File: config.mk
export PLATFORM = sky130hd
export DESIGN_NAME = poly_mod_sub_seq
export DESIGN_NICKNAME = d
export VERILOG_FILES = /design/src/rtl/poly_mod_sub_seq.sv
export SDC_FILE = /design/constraint.sdc
export NUM_CORES = 1
export LEC_CHECK = 0
export ABC_AREA = 0
export BUFFER_PORTS_ARGS = -buffer_cell sky130_fd_sc_hd__clkbuf_2
export CAP_MARGIN = 20
export CORE_MARGIN = 4
export CORE_UTILIZATION = 57
export CTS_CLUSTER_DIAMETER = 30
export DETAILED_ROUTE_END_ITERATION = 10
export GPL_TIMING_DRIVEN = 1
export PLACE_DENSITY = 0.83
export RECOVER_POWER = 100
export SKIP_LAST_GASP = 1
export SLEW_MARGIN = 25
export SYNTH_ARGS = -nofsm -noshare
export SYNTH_HDL_FRONTEND = slang
export SYNTH_SLANG_ARGS = --single-unit
File: constraint.sdc
create_clock -name clk -period 7.5 [get_ports clk]
set_input_delay 0.75 -clock clk [delete_from_list [all_inputs] [get_ports clk]]
set_output_delay 0.75 -clock clk [all_outputs]
set_load 0.05 [all_outputs]
File: src/rtl/poly_mod_sub_seq.sv
// Streams out[i] = (A[i] - B[i]) mod q over a polynomial held in 1-cycle-latency RAMs,
// writing results through a 2-entry buffer to a destination port that may stall.
module poly_mod_sub_seq #(
  parameter int BIT_WIDTH  = 54,
  parameter int ADDR_WIDTH = 10
) (
  input  logic                  clk,
  input  logic                  rst,
  input  logic                  start,
  input  logic [ADDR_WIDTH:0]   len,
  input  logic [ADDR_WIDTH-1:0] src_base,
  input  logic [ADDR_WIDTH-1:0] dst_base,
  input  logic [BIT_WIDTH-1:0]  q,
  output logic                  busy,
  output logic                  done,
  output logic                  rd_en,
  output logic [ADDR_WIDTH-1:0] rd_addr,
  input  logic [BIT_WIDTH-1:0]  a_rdata,
  input  logic [BIT_WIDTH-1:0]  b_rdata,
  output logic                  wr_en,
  output logic [ADDR_WIDTH-1:0] wr_addr,
  output logic [BIT_WIDTH-1:0]  wr_data,
  input  logic                  wr_ready
);

  typedef enum logic [2:0] {
    S_IDLE,
    S_ZERO,
    S_RUN,
    S_DRAIN,
    S_FIN
  } state_t;

  localparam logic [ADDR_WIDTH:0]   LenOne  = {{ADDR_WIDTH{1'b0}}, 1'b1};
  localparam logic [ADDR_WIDTH-1:0] AddrOne = {{(ADDR_WIDTH-1){1'b0}}, 1'b1};

  state_t                r_state;
  state_t                w_next;
  logic [ADDR_WIDTH:0]   r_remaining;
  logic [ADDR_WIDTH-1:0] r_rdAddr;
  logic [ADDR_WIDTH-1:0] r_wrAddr;
  logic [BIT_WIDTH-1:0]  r_q;
  logic [1:0]            r_credits;
  logic                  r_inFlight;
  logic [BIT_WIDTH-1:0]  r_fifo [2];
  logic                  r_head;
  logic                  r_tail;
  logic [1:0]            r_count;

  logic                  w_xfer;
  logic                  w_rdEn;
  logic                  w_launch;
  logic [BIT_WIDTH-1:0]  w_diff;
  logic [BIT_WIDTH-1:0]  w_result;
  logic [1:0]            w_creditsNext;

  assign w_xfer   = wr_en & wr_ready;
  assign w_rdEn   = (r_state == S_RUN) && ((r_credits != 2'd0) || w_xfer);
  assign w_launch = (r_state == S_IDLE) && start;

  // Operands are already reduced below q, so a single conditional add of q suffices.
  assign w_diff   = a_rdata - b_rdata;
  assign w_result = (a_rdata >= b_rdata) ? w_diff : w_diff + r_q;

  // Credits track results issued but not yet written; back at 2 means nothing left in flight.
  assign w_creditsNext = r_credits - {1'b0, w_rdEn} + {1'b0, w_xfer};

  assign busy    = (r_state == S_RUN) || (r_state == S_DRAIN);
  assign done    = (r_state == S_FIN);
  assign rd_en   = w_rdEn;
  assign rd_addr = r_rdAddr;
  assign wr_en   = (r_count != 2'd0);
  assign wr_addr = r_wrAddr;
  assign wr_data = r_fifo[r_head];

  always_comb begin
    w_next = r_state;
    case (r_state)
      S_IDLE:  if (start) w_next = (len == '0) ? S_ZERO : S_RUN;
      S_ZERO:  w_next = S_FIN;
      S_RUN:   if (w_rdEn && (r_remaining == LenOne)) w_next = S_DRAIN;
      S_DRAIN: if (w_creditsNext == 2'd2) w_next = S_FIN;
      S_FIN:   w_next = S_IDLE;
      default: w_next = S_IDLE;
    endcase
  end

  always_ff @(posedge clk or posedge rst) begin
    if (rst) begin
      r_state     <= S_IDLE;
      r_remaining <= '0;
      r_rdAddr    <= '0;
      r_wrAddr    <= '0;
      r_q         <= '0;
      r_credits   <= 2'd0;
      r_inFlight  <= 1'b0;
    end else begin
      r_state    <= w_next;
      r_inFlight <= w_rdEn;
      if (w_launch) begin
        r_remaining <= len;
        r_rdAddr    <= src_base;
        r_wrAddr    <= dst_base;
        r_q         <= q;
        r_credits   <= 2'd2;
      end else begin
        r_credits <= w_creditsNext;
        if (w_rdEn) begin
          r_remaining <= r_remaining - LenOne;
          r_rdAddr    <= r_rdAddr + AddrOne;
        end
        if (w_xfer) r_wrAddr <= r_wrAddr + AddrOne;
      end
    end
  end

  // Read data is only valid the cycle after rd_en, so it is captured from r_inFlight.
  always_ff @(posedge clk or posedge rst) begin
    if (rst) begin
      r_fifo[0] <= '0;
      r_fifo[1] <= '0;
      r_head    <= 1'b0;
      r_tail    <= 1'b0;
      r_count   <= 2'd0;
    end else begin
      if (r_inFlight) begin
        r_fifo[r_tail] <= w_result;
        r_tail         <= ~r_tail;
      end
      if (w_xfer) r_head <= ~r_head;
      r_count <= r_count + {1'b0, r_inFlight} - {1'b0, w_xfer};
    end
  end

endmodule
# After elaboration in Yosys (flattened, before gate mapping)

Index checks and enable logic that the tools add are counted.
W data, S select, Z words.

Logic and storage cells: 71
Bits in registers: 203
Output and inout port bits: 78
Input port bits: 197

Eq/ne operators: 9
Order comparisons: 4
Muxes and demuxes: 19
Bitwise operators: 5
Add/subtract/negate cells: 9
Reductions and logical operators: 13

Operator list:

| cell                    | count |
|---|---|
| $mux W54                | 5 |
| $bwmux W108             | 1 |
| $add A54 B54 Y54        | 1 |
| $demux W54 S1           | 1 |
| $ge A54 B54 Y1          | 1 |
| $sub A54 B54 Y54        | 1 |
| $mux W10                | 4 |
| $mux W11                | 2 |
| $add A10 B1 Y10 const B | 2 |
| $pmux W3 S4             | 1 |
| $eq A11 B1 Y1 const B   | 1 |
| $logic_not A11 Y1       | 1 |
| $sub A11 B1 Y11 const B | 1 |
| $mux W3                 | 3 |
| $reduce_bool A2 Y1      | 4 |
| $eq A3 B2 Y1 const B    | 2 |
| $add A2 B1 Y2           | 2 |
| $ge A2 B2 Y1 const B    | 2 |
| $logic_and A1 B1 Y1     | 4 |
| $mux W2                 | 2 |
| $ne A2 B1 Y1 const B    | 2 |
| $not A1 Y2              | 2 |
| $sub A2 B1 Y2           | 2 |
| $eq A3 B1 Y1 const B    | 1 |
| other kinds (9)         | 11 |

# Longest topological paths before layout

Gate-level depths: netlist of run 1.

Depth in word-level cells: 9
Gate-level depth with buffers: 26

# Worst setup path before layout of run 1

No wires, ideal clock.

Path type: input port to flip-flop
From: in b_rdata[14]
To: reg r_fifo[107] in the netlist's numbering
Path slack: 1860 ps
Data arrival time: 5503 ps
Library setup time: 137 ps
Data required time: 7363 ps
Cell stages on the path: 22
Cells stage by stage: inv_1 > ha_1 > a211oi_1 > o21ai_0 > a221o_1 > a31o_2 > a41oi_1 > o21ai_0 > a21oi_1 > o21ai_0 > o311ai_0 > ha_1 > a21o_1 > a21oi_1 > o21ai_0 > a22o_1 > a211o_1 > o41ai_1 > nor3b_2 > xnor2_1 > xnor2_1 > o21ai_0

Cells in the longest elaborated chain, start to end: 4

Ends and longest elaborated chain:

| item                          | RTL line | text |
|---|---|---|
| start, declared               | 19       | `input logic [BIT_WIDTH-1:0] b_rdata,` |
| $sub A54 B54 Y54              | 62       | `assign w_diff = a_rdata - b_rdata;` |
| $add A54 B54 Y54              | 63       | `assign w_result = (a_rdata >= b_rdata) ? w_diff : w_diff + r_q;` |
| $mux W54 (*)                  | 63       |  |
| $bwmux W108 (*)               | 127      | `r_fifo[r_tail] <= w_result;` |
| end signal, assigned by index | 127      |  |
| end, declared                 | 45       | `logic [BIT_WIDTH-1:0] r_fifo [2];` |

Every way passes the cells marked *; elsewhere a longest branch is shown, timed or not.
A chain may end at the register's enable or synchronous reset.

# Worst setup path after layout of run 1

From: in b_rdata[1]
To: reg r_fifo[106] in the netlist's numbering

The elaborated chain is that of the path after synthesis.

==> results by group, run 1 <==
Synthesis
  – Area leader, netlist: dfrtp_1
  – Mapped Cells: about 1,800
  – Register area share after synthesis: 33.79%
  – Share of the synthesized area in the top cell type: 33.79%
  – Yosys warns: 0
  – Yosys reg bits: about 200
  – Syn nets: 2,159
  – Main synth FF type: dfrtp_1
  – Syn Std Cell Area: 15,030 sq um
  – Synth unique cells: 73
  – Ranking of synthesized cells by area: dfrtp_1, ha_1, nand2_1, a21oi_1, o21ai_0
  – Asr flop ratio synth: 100.0%
  – Syn_area_per_cell: 8.166 sq um
  – Post-synth EDFFs: 0

Worst setup path
  – Slowest cell on the critical path: o21ai_0
  – CP required: 7.94 ns
  – CP dominant cell by count: o21ai_0
  – Crit end category: flip-flop
  – Crit path max fanout: 6
  – CP arrival: between 7 and 8 ns
  – FF-to-FF setup slack: 2.95 ns
  – Worst path max stage delay: 0.67 ns
  – Cells along the critical path: clkbuf_1 -> inv_1 -> ha_1 -> nor2b_1 -> o31a_1 -> o21ai_0 -> a21oi_1 -> a41oi_1 -> o21ai_0 -> xor2_1 -> ha_1 -> and4_1 -> a221oi_1 -> o21ai_0 -> a41o_1 -> a311oi_1 -> o21ai_0 -> o311a_1 -> o22ai_1 -> xnor2_1 -> nor2_1 -> o31ai_1
  – Startpoint types: input port
  – Critical path type: in -> reg

Power
  – Pwr per Cell Area: 509.3 nW/um^2
  – Leakage power: 9.017 nW
  – VDD IR-drop max: roughly 0.45 mV

Global routing
  – GRT overflow: 0
  – Pin count of the biggest net entering global routing: 128
  – Initial antenna violation count: 0
  – First-pass GRT wire length: around 72,000 microns
  – Global Route Usage Sum: 30.15%
  – Vias in the first global route: about 14,000

STA
  – Max-slew violations: 390
  – Final Cycle Share: 89.04%
  – Fin Setup TNS: 0 ns
  – Post-route minimum period: between 6 and 7 ns
  – Final Skew: approximately 0.019 ns
  – Worst slew margin: -235.1%
  – Max Clock Freq: 149.7 MHz
  – Worst slew pin tran: 5.026 ns
  – Worst setup margin: around 0.82 ns
  – Final setup violating endpoints: 0
  – Hold Fails Final Rpt: 0
  – RSZ-0062 raised after global routing: no

Finish
  – Fillers: 2,111
  – Area delta synth->final: 21.49%
  – Fin nets: 2,415
  – Diodes inserted: 0
  – Layout cells sized above 1: 16.81%

Placed design
  – RD Place Congestion: 0.9897
  – I/O Buffers: 274
  – Pre-CTS setup slack: 0.6801 ns
  – DP HPWL: 32,710 microns

Floorplan
  – Die area: 29,040 sq um
  – Die Span Y: 170.4 microns
  – Initial Utilization: 57.86%
  – Io pins: 275
  – Die X: 170.4 microns
  – Placeable Area: 25,980 sq um
  – Row Count: roughly 60

Drt
  – Routed wire length on met2: 21,270 microns
  – Initial DRC count: 1,273
  – WL met3: roughly 3600 microns
  – Vias per cell: 5.995
  – TritonRoute pass-1 iters: 8
  – DRC: 0
  – Via count: 14,810
  – Wire per inst: 18.32 microns
  – Routed WL: about 45,000 microns
  – Uppermost layer routed: met4
  – Met1 WL: between 15,000 and 20,000 microns
  – ANT nets after route: 0

Clock network
  – CTS tree: built
  – H-tree levels: 2
  – PostCTS Resize Cnt: 0
  – Post-CTS Setup Inserts: 0
  – CTS clock-pin slew for the worst setup and hold paths: about 0.050 ns
  – CTS Buf Count: 47
  – Worst skew pair latency: 0.54 ns
  – Sink Count: 203
  – Clock Path Buffers: 3
  – CTS root buffer: clkbuf_16
  – Hold-fix buffers, CTS: 0

Outcome
  – Failing checks: max-capacitance violations, max-slew violations
  – Status: complete, but fails checks

Min path
  – Worst min path class: in -> reg

Flow run
  – Max-cap violations: 6
## worst max-delay path: cells and delay by family
kind	cells	cell delay [ns]
buf+inv	2	0.19
fa+ha+maj	2	0.66
xor+xnor	2	0.49
simple gates	3	0.49
compound gates	13	4.51
## report_power, final
group,internal [mW],switching (mW)
Combinational,1.69,3.32
Clock,1.56,0.687
Sequential,1.64,0.405
Total,4.89,4.41
## layer usage
layer | track usage, % | vias to the layer above
met2 | 50.50 | 664
met4 | 10.03 | 0
met3 | 6.179 | 122
met1 | 39.18 | 7028
li1 | - | 6999
met5 | 0 | -
## through the flow
stage               area, sq um  utilization [%]  total power, mW  hold WS (ns)  std cells
floorplan                 15030                -            5.843        0.4376       1841
global route              18270            70.29            9.895        0.3914       2471
CTS                       18370            70.71            9.344        0.3832       2470
detailed placement        16610            63.93            7.018        0.4646       2382
global placement          16610            63.93            6.877        0.4553       2382
finish                    18270            70.29            9.302        0.3967       2471
## state kept, by name (all words and copies together), names as in the netlist
signal       count
r_state          3
r_credits        2
r_head           1
r_inFlight       1
r_tail           1
rd_addr         10
r_remaining     11
wr_addr         10
r_fifo         108
r_count          2
r_q             54
## layout by cell type (no fill, tap or decap), drive strengths merged, types with 10 or more instances in the layout
cell type	instances
mux2	54
ha	119
nor2	108
nand4	28
nor3	24
xor2	48
o21bai	12
and2	13
o21ai	185
dfrtp	203
xnor2	65
a21oi	148
a31oi	13
nand3	27
inv	92
nand2b	13
o21a	17
clkbuf	336
a21o	59
nor4	13
nor2b	13
clkinv	10
nand2	367
a211oi	17
## cells by family (layout without fill, tap and decap cells)
group | count (synthesis) | count (layout) | synth area share, %
AOI/OAI and AO/OA | 531 | 531 | 21.66
xor gates and xnor gates | 113 | 113 | 6.583
adders and majority gates | 121 | 121 | 10.17
buffers and inverters | 164 | 459 | 4.261
DFF | 203 | 203 | 33.79
muxes | 63 | 63 | 4.644
and+or+nand+nor | 646 | 646 | 18.89
## synth_stat cells, types with 4 or more instances
cell type	number
o31ai_1	7
nor3_1	23
inv_1	87
a221oi_1	5
nand2_1	367
or4_1	5
nor3b_1	7
xnor2_1	65
clkbuf_1	64
nor2b_1	13
a221o_1	7
o21bai_1	12
nand3_1	27
and4_1	6
o21ai_0	145
nand2b_1	13
buf_1	4
a211oi_1	16
or3_1	4
a41oi_1	4
dfrtp_1	203
and2_1	13
ha_1	119
a21oi_1	148
o31a_1	5
xor2_1	48
or2_2	4
o21a_1	17
nand4_1	28
and3_1	8
a21boi_0	7
buf_2	5
o211ai_1	4
nor2_1	108
a21o_1	59
mux2i_1	9
mux2_2	54
o21ai_1	40
a31oi_1	13
nor4_1	13
a2111oi_0	4
## final cells by class
cell class / instances / area [sq um] / area share, %
Clock buffer: 58 / 1319 / 7.220
Clock inverter: 30 / 441.7 / 2.418
Inverter: 88 / 330.3 / 1.808
Multi-Input combinational cell: 1474 / 9311 / 50.98
Sequential cell: 203 / 5080 / 27.81
Tap cell: 335 / 419.2 / 2.295
Timing Repair Buffer: 283 / 1364 / 7.467
## path summary, 6_finish.rpt
path / start / end / cells after the start
worst min register to register: r_fifo[91] / r_fifo[91] / 2
worst max register to register: r_q[0] / r_fifo[106] / 14
max in group asynchronous: rst / r_fifo[11] / 2
worst max-delay path: b_rdata[1] / r_fifo[106] / 22
worst min-delay path: q[48] / r_q[48] / 3
min in group asynchronous: rst / wr_addr[1] / 2
Note: power is estimated with default switching activity, not from simulation.
==> run 2: changes to the inputs <==
- CORE_MARGIN: 4 -> unset
==> results by group, run 2 (synthesized netlist as in run 1, its figures left out) <==
Placed design
  – DP HPWL: 31,340 microns
  – I/O Buffers: ~270
  – RD Place Congestion: 0.9661
  – Pre-CTS setup slack: 0.7099 ns

Floorplan
  – Die Span Y: 164.4 microns
  – Row Count: 59
  – Die X: around 160 microns
  – Io pins: 275
  – Initial Utilization: 57.86%
  – Placeable Area: 25,980 sq um
  – Die area: about 27,000 sq um

Power
  – Pwr per Cell Area: 504.2 nW/um^2
  – Sequential share of power: 22.1%
  – VDD IR-drop max: 0.5108 mV
  – Sw Pwr: 4.484 mW
  – Leakage power: 8.981 nW
  – Clock network power share: 23.3%
  – Sw Ratio: 48.82%
  – Logic pwr share: 54.6%
  – Cell-internal power: 4.701 mW

Drt
  – Routed WL: 43,960 microns
  – Via count: 14,840
  – DRC: 0
  – TritonRoute pass-1 iters: 5
  – ANT nets after route: 0
  – Vias per cell: 6.000
  – Initial DRC count: 1,164
  – Wire per inst: 17.77 microns

STA
  – Worst slew margin: -145.9%
  – Worst slew pin tran: about 3.7 ns
  – Hold slack: 0.3573 ns
  – Max-slew violations: 333
  – Fin Setup TNS: 0 ns
  – Final setup violating endpoints: 0
  – Hold Fails Final Rpt: 0
  – Final Cycle Share: 88.08%
  – Final Skew: 0.02183 ns
  – Worst setup margin: 0.8937 ns
  – RSZ-0062 raised after global routing: no
  – Post-route minimum period: 6.606 ns
  – Max Clock Freq: 151.4 MHz

Worst setup path
  – Crit end category: flip-flop
  – Crit path max fanout: 54
  – Slowest cell on the critical path: a21o_1
  – CP required: 7.96 ns
  – Levels on crit path: 15
  – Startpoint types: input port
  – Reg2Reg Depth: 14
  – CP Buf/Inv Count: 3
  – Critical path type: in -> reg
  – Crit path max-delay family: compound AO/OA/AOI/OAI gates
  – FF-to-FF setup slack: between 3 and 4 ns
  – Worst path max stage delay: 1.41 ns
  – CP arrival: between 7 and 8 ns
  – Cells along the critical path: clkbuf_2 -> inv_1 -> ha_1 -> nand3_1 -> nor4_1 -> or4b_1 -> a31o_1 -> a211oi_1 -> or4_1 -> a221o_1 -> a21o_1 -> inv_1 -> nor4_1 -> a31oi_1 -> o21ai_0
  – R2R Path End: r_fifo[106]
  – Reg-to-Reg Start: r_q[0]

Clock network
  – CTS Buf Count: 48
  – PostCTS Resize Cnt: 0
  – CTS root buffer: clkbuf_16
  – Worst skew pair latency: around 0.56 ns
  – Hold-fix buffers, CTS: 0
  – CTS clock-pin slew for the worst setup and hold paths: 0.05 ns
  – Clock Path Buffers: 3
  – H-tree levels: 2
  – Post-CTS Setup Inserts: 0
  – CTS tree: built
  – Sink Count: 203

Finish
  – Diodes inserted: 0
  – Fin nets: 2,417
  – Largest register by flop count: r_fifo
  – Fin util: 70.11%
  – Commonest non-fill, non-tap cell in the layout: nand2_1
  – Area delta synth->final: 21.18%
  – Top Registers: r_fifo (108), r_q (54), r_remaining (11)
  – Fillers: roughly 2,000
  – Layout cells sized above 1: 16.78%
  – Commonest non-fill, non-tap cells in the layout: nand2_1, clkbuf_2, dfrtp_1, o21ai_0, a21oi_1
  – Max FFs per register: 108

Min path
  – Worst min path class: in -> async

Global routing
  – Initial antenna violation count: 1
  – GRT overflow: 0
  – Global Route Usage Sum: between 30% and 40%
  – Vias in the first global route: 14,170
  – First-pass GRT wire length: 69,950 microns
  – Pin count of the biggest net entering global routing: 150

Outcome
  – Failing checks: max-capacitance violations, max-slew violations
  – Status: complete, but fails checks

Flow run
  – Max-cap violations: 6
==> run 2: cell types whose count changed in the layout (fill, tap and decap cells not counted), sizes merged <==
cell      before  now
buf            5    4
bufinv         9    4
clkbuf       336  332
clkinv        10   18
clkinvlp       7    8
inv           92   96
==> run 2: worst register-to-register path: cells and delay by family, from the launching register on <==
family	cells	cell delay, ns
adders and majority gates	2	0.68
AOI/OAI and AO/OA	10	3.07
and+or+nand+nor	1	0.07
xor gates and xnor gates	1	0.14
DFF	1	0.38
==> run 2: power groups by stage <==
stage               Sequential [mW]  Combinational (mW)  Clock, mW
floorplan                      2.08                3.76          0
global placement               1.99                4.85          0
detailed placement             2.02                4.97          0
CTS                            2.02                5.04       2.15
global route                   2.09                5.47       2.22
finish                         2.03                5.01       2.14
==> run 2: worst max path at each step <==
stage,startpoint,endpoint,slack (ns)
after global placement,b_rdata[1],r_fifo[107],0.85
after global routing,b_rdata[1],r_fifo[100],0.56
after CTS,b_rdata[1],r_fifo[53],1.26
after detailed placement,b_rdata[1],r_fifo[53],0.71
after floorplan,rst,r_count[0],1.21
final,b_rdata[16],r_fifo[101],0.89
==> run 2: routing by layer <==
layer	vias to the layer above	track usage [%]	part of all wire, %
li1	7017	-	-
met3	126	6.354	8.0
met1	7032	41.89	42
met2	666	53.20	46
met5	-	0	0.027
met4	2	13.72	4.1
==> run 2: final cells by class <==
cell class | count | area [sq um] | area share, %
clock buffer | 52 | 1236 | 6.785
tap | 335 | 419.2 | 2.301
clock inverter | 38 | 466.7 | 2.562
timing repair buffer | 284 | 1361 | 7.472
sequential | 203 | 5081 | 27.89
inverter | 88 | 342.8 | 1.882
multi-input combinational | 1474 | 9311 | 51.11
==> run 2: metrics by stage <==
step	total power, mW	cell area [sq um]	cells
6_report	9.185	18220	2474
5_1_grt	9.769	18220	2474
4_1_cts	9.208	18320	2473
3_5_place_dp	6.988	16620	2383
3_3_place_gp	6.839	16620	2383
2_1_floorplan	5.843	15030	1841
==> run 3: changes to the inputs <==
- PLACE_DENSITY: 0.83 -> 0.81
==> results by group, run 3 (synthesized netlist as in run 1, its figures left out) <==
Outcome
  – Status: complete, but fails checks
  – Failing checks: max-capacitance violations, max-slew violations

Power
  – Pwr per Cell Area: between 500 and 600 nW/um^2
  – VDD IR-drop max: about 0.38 mV
  – Leakage power: between 8 and 9 nW
  – Pwr Total: 9.077 mW

Drt
  – Wire per inst: 17.71 microns
  – Routed WL: approximately 44,000 microns
  – Via count: 14,540
  – Vias per cell: 5.901
  – DRC: 0
  – TritonRoute pass-1 iters: 7
  – ANT nets after route: 0
  – Initial DRC count: 1,282

Worst setup path
  – Crit path max fanout: 6
  – CP arrival: 7.10 ns
  – Critical path type: in -> reg
  – Source of the critical timing path: b_rdata[1]
  – Reg-to-Reg Start: r_q[0]
  – Crit end category: flip-flop
  – CP required: 7.95 ns
  – Startpoint types: input port

Finish
  – Fin nets: roughly 2,400
  – Top Registers: r_fifo (108), r_q (54), r_remaining (11)
  – Commonest non-fill, non-tap cells in the layout: nand2_1, dfrtp_1, clkbuf_2, o21ai_0, a21oi_1
  – Area delta synth->final: 20.26%
  – Largest register by flop count: r_fifo
  – Max FFs per register: 108
  – Layout cells sized above 1: 16.39%
  – Fillers: 2,147
  – Diodes inserted: 0
  – Commonest non-fill, non-tap cell in the layout: nand2_1
  – Fin util: 69.58%

Floorplan
  – Die area: 27,030 sq um
  – Die X: 164.4 microns
  – Row Count: between 50 and 60
  – Io pins: roughly 280
  – Placeable Area: 25,980 sq um
  – Die Span Y: roughly 160 microns
  – Initial Utilization: 57.86%

Clock network
  – PostCTS Resize Cnt: 0
  – CTS root buffer: clkbuf_16
  – CTS tree: built
  – CTS clock-pin slew for the worst setup and hold paths: ~0.050 ns
  – CTS Buf Count: 45
  – H-tree levels: 2
  – Post-CTS Setup Inserts: 0
  – Clock Path Buffers: 3
  – Sink Count: ~200
  – Worst skew pair latency: 0.54 ns
  – Hold-fix buffers, CTS: 0

Placed design
  – RD Place Congestion: 0.9465
  – I/O Buffers: 274
  – DP HPWL: 31,920 microns

Global routing
  – GRT overflow: 0
  – Vias in the first global route: 13,950
  – Initial antenna violation count: 0
  – Pin count of the biggest net entering global routing: 124
  – First-pass GRT wire length: 69,600 microns
  – Global Route Usage Sum: roughly 32%

STA
  – Worst slew pin tran: 5.489 ns
  – RSZ-0062 raised after global routing: no
  – Final Skew: ~0.03 ns
  – Post-route minimum period: 6.651 ns
  – Final setup violating endpoints: 0
  – Final Cycle Share: 88.68%
  – Max-slew violations: 515
  – Hold slack: 0.3943 ns
  – Fin Setup TNS: 0 ns
  – Worst slew margin: -268.0%
  – Hold Fails Final Rpt: 0
  – Max Clock Freq: 150.3 MHz

Min path
  – Hold_sp: q[43]
  – Worst min path class: in -> reg

Flow run
  – Max-cap violations: 8
==> run 3: cell types whose count changed in the layout (fill, tap and decap cells not counted), moves of 4 or more <==
cell	before	now
clkbuf_1	78	86
clkbuf_2	204	200
clkbuf_8	2	6
clkinv_4	9	1
clkinv_8	5	0
clkinvlp_4	8	2
mux2_1	10	2
mux2_2	44	52
==> run 3: worst max-delay path, cell delays in order <==
cell      delay [ns]
clkbuf_1        0.13
inv_1           0.06
ha_1            0.28
nor2b_1         0.17
o31a_1          0.20
o21ai_0         0.16
a21oi_1         0.51
a41oi_1         0.39
o21ai_0         0.29
clkbuf_1        0.28
xor2_1          0.37
ha_1            0.38
and4_1          0.24
a221oi_1        0.25
o21ai_0         0.17
a41o_1          0.29
a311oi_1        0.67
o21ai_0         0.36
o311a_1         0.41
o22ai_1         0.22
xnor2_1         0.15
nor2_1          0.07
o31ai_1         0.29
==> run 3: worst paths after layout <==
path | endpoint | depth (start not counted) | slack, ns
max | r_fifo[106] | 23 | 0.85
min | r_q[43] | 3 | 0.39
max reg2reg | r_fifo[106] | 14 | 2.98
min reg2reg | r_fifo[61] | 2 | 0.47
max in group asynchronous | r_q[14] | 3 | 1.98
min in group asynchronous | r_state[1] | 2 | 1.87
==> run 3: per-stage QoR <==
| stage | area, sq um | std cells | setup WS (ns) |
|---|---|---|---|
| floorplan | 15030 | 1841 | 1.211 |
| global placement | 16620 | 2384 | 0.8052 |
| detailed placement | 16620 | 2384 | 0.5627 |
| CTS | 18200 | 2463 | 1.086 |
| global route | 18080 | 2464 | 0.4413 |
| finish | 18080 | 2464 | 0.8486 |
==> run 3: area by class of cell <==
type | count | area, sq um | area share [%]
Inverter | 88 | 331.6 | 1.834
Timing Repair Buffer | 285 | 1351 | 7.474
Clock inverter | 23 | 337.8 | 1.868
Clock buffer | 56 | 1249 | 6.906
Tap cell | 335 | 419.2 | 2.318
Multi-Input combinational cell | 1474 | 9313 | 51.51
Sequential cell | 203 | 5080 | 28.09
==> run 3: layer usage <==
layer | up-vias | wire length, microns | GRT usage [%]
met4 | 0 | 1245 | 11.13
met5 | - | 0 | 0
met2 | 615 | 20750 | 54.56
li1 | 6995 | - | -
met3 | 99 | 3463 | 6.379
met1 | 6832 | 18170 | 41.22
==> run 3: where the power goes <==
group / internal, mW / switching [mW]
logic: 1.69 / 3.30
clock network: 1.39 / 0.655
registers: 1.64 / 0.401
total: 4.72 / 4.36
